File: src/rtl/m65c02_lst_seq.sv
// Source-select transfer sequencer: latches one W-bit source, presents it on Out,
// then streams it out as one or two byte beats on a DO/DV/Ack handshake.
module m65c02_lst_seq #(
   parameter int W    = 16,
   parameter int NSRC = 8,
   parameter int SW   = 3
) (
   input  logic              Clk,
   input  logic              Rst,
   input  logic              En,
   input  logic [SW-1:0]     OSel,
   input  logic              Siz,
   input  logic [NSRC*W-1:0] Src,
   input  logic              Ack,
   output logic [W-1:0]      Out,
   output logic              Val,
   output logic [7:0]        DO,
   output logic              DV,
   output logic              Last,
   output logic              Rdy
);

   typedef enum logic [1:0] {IDLE, LO, HI} state_t;

   // High-byte offset; collapses to 0 in an 8-bit build where HI is unreachable.
   localparam int HB = (W > 8) ? 8 : 0;

   state_t         state;
   logic           siz_in, siz_q;
   logic [W-1:0]   raw, cap;
   logic           unused_slot0;

   assign siz_in       = (W > 8) ? Siz : 1'b0;
   assign unused_slot0 = ^Src[W-1:0];
   assign Rdy          = (state == IDLE);

   // Slot 0 and out-of-range selects fall through to the zero default.
   always_comb begin
      raw = '0;
      for (int k = 1; k < NSRC; k++)
         if (int'(OSel) == k) raw = Src[k*W +: W];
      cap = siz_in ? raw : (raw & W'(8'hFF));
   end

   always_ff @(posedge Clk) begin
      if (Rst) begin
         state <= IDLE;
         Out   <= '0;
         Val   <= 1'b0;
         DO    <= '0;
         DV    <= 1'b0;
         Last  <= 1'b0;
         siz_q <= 1'b0;
      end else begin
         Val <= 1'b0;
         case (state)
            IDLE: if (En) begin
               Out   <= cap;
               Val   <= 1'b1;
               siz_q <= siz_in;
               DO    <= cap[7:0];
               DV    <= 1'b1;
               Last  <= ~siz_in;
               state <= LO;
            end
            LO: if (Ack) begin
               if (siz_q) begin
                  DO    <= Out[HB +: 8];
                  Last  <= 1'b1;
                  state <= HI;
               end else begin
                  DV    <= 1'b0;
                  Last  <= 1'b0;
                  state <= IDLE;
               end
            end
            HI: if (Ack) begin
               DV    <= 1'b0;
               Last  <= 1'b0;
               state <= IDLE;
            end
            default: state <= IDLE;
         endcase
      end
   end

endmodule

File: config.mk
export PLATFORM = sky130hd
export DESIGN_NAME = m65c02_lst_seq
export DESIGN_NICKNAME = d
export VERILOG_FILES = /design/src/rtl/m65c02_lst_seq.sv
export SDC_FILE = /design/constraint.sdc
export NUM_CORES = 1
export LEC_CHECK = 0
export BUFFER_PORTS_ARGS = -buffer_cell sky130_fd_sc_hd__buf_4
export CORE_UTILIZATION = 45
export CTS_BUF_LIST = sky130_fd_sc_hd__clkbuf_16
export CTS_CLUSTER_SIZE = 40
export DETAILED_ROUTE_END_ITERATION = 8
export MAX_ROUTING_LAYER = met4
export PLACE_DENSITY = 0.83
export SLEW_MARGIN = 20
export SYNTH_ARGS = -nofsm -noshare
export SYNTH_HDL_FRONTEND = slang
export SYNTH_SLANG_ARGS = --single-unit
File: constraint.sdc
create_clock -name Clk -period 3.6 [get_ports Clk]
set_clock_uncertainty 0.1 [all_clocks]
set_input_delay 0.36 -clock Clk [delete_from_list [all_inputs] [get_ports Clk]]
set_output_delay 0.36 -clock Clk [all_outputs]
set_load 0.05 [all_outputs]
==> impl_results.md <==
* Global router's overall resource usage at 0.310
* Max-cap violation count at 0
* Number of buffers inserted for hold repair after clock tree synthesis at 0
* Fraction of met3 tracks used by global routing at 0.0549
* Initial standard-cell utilization of the core at 0.477
* Slowest cell delay on critical path at 0.61 ns
* Height of the die at 73.7 µm
* DR WL/cell at 17.3 µm
* Remaining global-route overflow at 0
* Weighted congestion at the end of routability-driven global placement at 0.836
* Vias in the first global route at 2722
* Unrepaired setup endpoints after global routing: false
* First-pass GRT wire length at 12400 µm
* Transition time at the pin with the least slew margin at 0.703 ns
* Fmax at 429 MHz
* Slowest cell on the critical path: sky130_fd_sc_hd__ha_1
* Root buffer cell: sky130_fd_sc_hd__clkbuf_16
* Clock Sinks at 30
* Critical-path maximum fanout at 21
* Min Tclk post-route at 2.33 ns
* Post-layout instance area at 3510 µm²
* Setup Fix Bufs, Post-CTS at 0
* Worst skew pair latency at 0.27 ns
* Std-Cell Rows at 25
* DRC violation count after routing at 0
* Static Leakage at 1.60 nW
* Status: finished, final reports clean
* Start-to-end type of the worst setup path: flop to flop
* Most congested layer reported by global routing: met2
* Period utilization at 0.647
* Count of different cell masters after synthesis at 46
* Final Routed Wirelength at 8040 µm
* Count of buffers from port buffering at 147
* Setup Slack @ Placement at 1.29 ns
* Die area at 5430 µm²
* WP data arrival at 2.43 ns
* Resized Gates After CTS at 0
* Type of the most critical hold path: input port to flop
* Num CTS Buffers at 5
* DRT Pass-1 Iters at 4
* Number of max-slew violations in the final report at 0
* Sequential cell area fraction in the yosys report at 0.259
* Startpoint of the most critical hold path: Siz
* Worst-case vdd ir drop at 0.246 mV
* Final antenna-violating net count at 0
* Commonest cells after routing, fill and taps aside: sky130_fd_sc_hd__buf_4, sky130_fd_sc_hd__dfxtp_1, sky130_fd_sc_hd__a21oi_1
* Critical path endpoint category: flop
* Pin count of the biggest net entering global routing at 49
* Met2 Usage GRT at 0.541
* Most common library cell in the layout ignoring fill and taps: sky130_fd_sc_hd__buf_4
* Netlist Area Pre-Place at 2310 µm²
* Proportion of layout cells with a drive suffix above 1 at 0.460
* Count of H-tree levels built during CTS at 2
* Number of nets in the synthesized netlist at 406
* Final cell utilization of the core at 0.724
* Synth Register Bits at 30
* Power, Total at 1.33 mW
* Number of antenna violations at the first check in global routing at 0
* Total Neg Setup Slack at 0 ns
* Synth-to-Final Area Change at 51.7%
* Number of vias per cell at 5.88
* Required time of the critical path at 3.70 ns
* Series of cell instances along the critical path: inv_1, ha_1, nand3_1, a211oi_2, a22oi_1, a21oi_1
* Final count of hold timing violations at 0
* Count of routing violations after the opening detailed-route iteration at 167
* Critical Path Start: state[1]
* Global-route track usage on met1 at 0.342
* Number of antenna cells inserted at 0
* Kind of launch point of the worst setup path: flop
* Post-synthesis average cell area at 8.70 µm²
* Max_slew headroom at 0.532
* Via count at 2733
* Clock Path Buffers at 2
* Worst setup margin at 1.27 ns
* Width of the die at 73.7 µm
* Post-synthesis cell count at 266
* Worst reg2reg startpoint: state[1]
* Final layout net count at 537
* Synth warn at 0
* Total I/O pin count at 164
* Clock tree from TritonCTS: done
* DP Wirelength at 6070 µm
* Power density normalized to cell area at 378 nW/µm²
* Placed cell areas at 3370 µm²
* Area of the core at 4850 µm²
* Reg clk slew, reported paths at 0.05 ns
* Final setup viols at 0
==> registers in the layout, indices dropped and copies added, names as in the netlist <==
register	cells
DO	8
Last	1
Out	16
state	2
DV	1
siz_q	1
Val	1
==> logic make-up after synthesis <==
| group | Yosys count | share of synthesized area |
|---|---|---|
| compound gates | 94 | 0.304 |
| fa+ha+maj | 4 | 0.0216 |
| mux | 33 | 0.171 |
| simple gates | 78 | 0.182 |
| buf+inv | 27 | 0.0616 |
| flops | 30 | 0.259 |
==> layout make-up <==
cell class / count / area (µm²)
fillers: 390 / 1340
inverters: 4 / 15.0
clock inverters: 3 / 12.5
well taps: 67 / 83.8
clock buffers: 5 / 125
multi-input cells: 209 / 1570
flip-flops and latches: 30 / 601
repair buffers: 147 / 1100
==> worst paths after layout <==
path	endpoint	depth (start not counted)	slack [ns]
hold / removal	siz_q	3	0.28
setup reg to reg	DO[1]	6	1.27
hold reg to reg	Out[4]	2	0.40
setup / recovery	DO[1]	6	1.27
==> report_power, final <==
part           total (mW)  switching, mW  internal (mW)
clock network       0.392          0.143          0.249
logic               0.541          0.308          0.233
registers           0.395         0.0258          0.369
==> synthesized netlist by cell type, drive strengths merged <==
cell     count  area, µm²
a21o         1       7.51
a311oi       1       8.76
o31ai        1       7.51
a31oi        1       6.26
or2          1       6.26
nand2b       6       37.5
and4         1       8.76
a32o         5       50.1
mux2i        8       80.1
a21boi       1       7.51
nor4         1       6.26
o21ba        1       10.0
nand3b       3       22.5
and3b        5       43.8
nand3        1       5.00
ha           4       50.1
mux2        22        248
nor2b       12       75.1
inv          4       15.0
a22oi        5       37.5
nor2        15       56.3
buf         16        101
o32ai        8       70.1
a211oi      10        100
nor3         1       5.00
and2b        2       17.5
and3         8       50.1
a21oi       26        130
mux4         3       67.6
o211a        1       10.0
dfxtp       30        601
a22o         3       26.3
clkbuf       7       26.3
and2         2       12.5
nand2       20       75.1
a2111oi      1       8.76
a221oi      21        184
o21ai        8       40.0
==> routing by layer <==
metal,up-vias,part of all wire
met2,144,0.51
li1,1291,-
met5,-,0
met4,0,0.037
met1,1269,0.39
met3,29,0.071
==> worst max-delay path: cells and delay by family (launching register included) <==
| family | cells | cell delay [ns] |
|---|---|---|
| AOI/OAI and AO/OA | 3 | 0.89 |
| adders and majority gates | 1 | 0.61 |
| buffers and inverters | 1 | 0.09 |
| DFF | 1 | 0.33 |
| and+or+nand+nor | 1 | 0.23 |
==> per-stage QoR <==
stage               hold slack (ns)  instances
finish                        0.279        465
global route                  0.293        465
CTS                           0.275        465
detailed placement            0.388        457
global placement              0.385        457
floorplan                     0.363        266
Note: power is estimated with default switching activity, not from simulation.
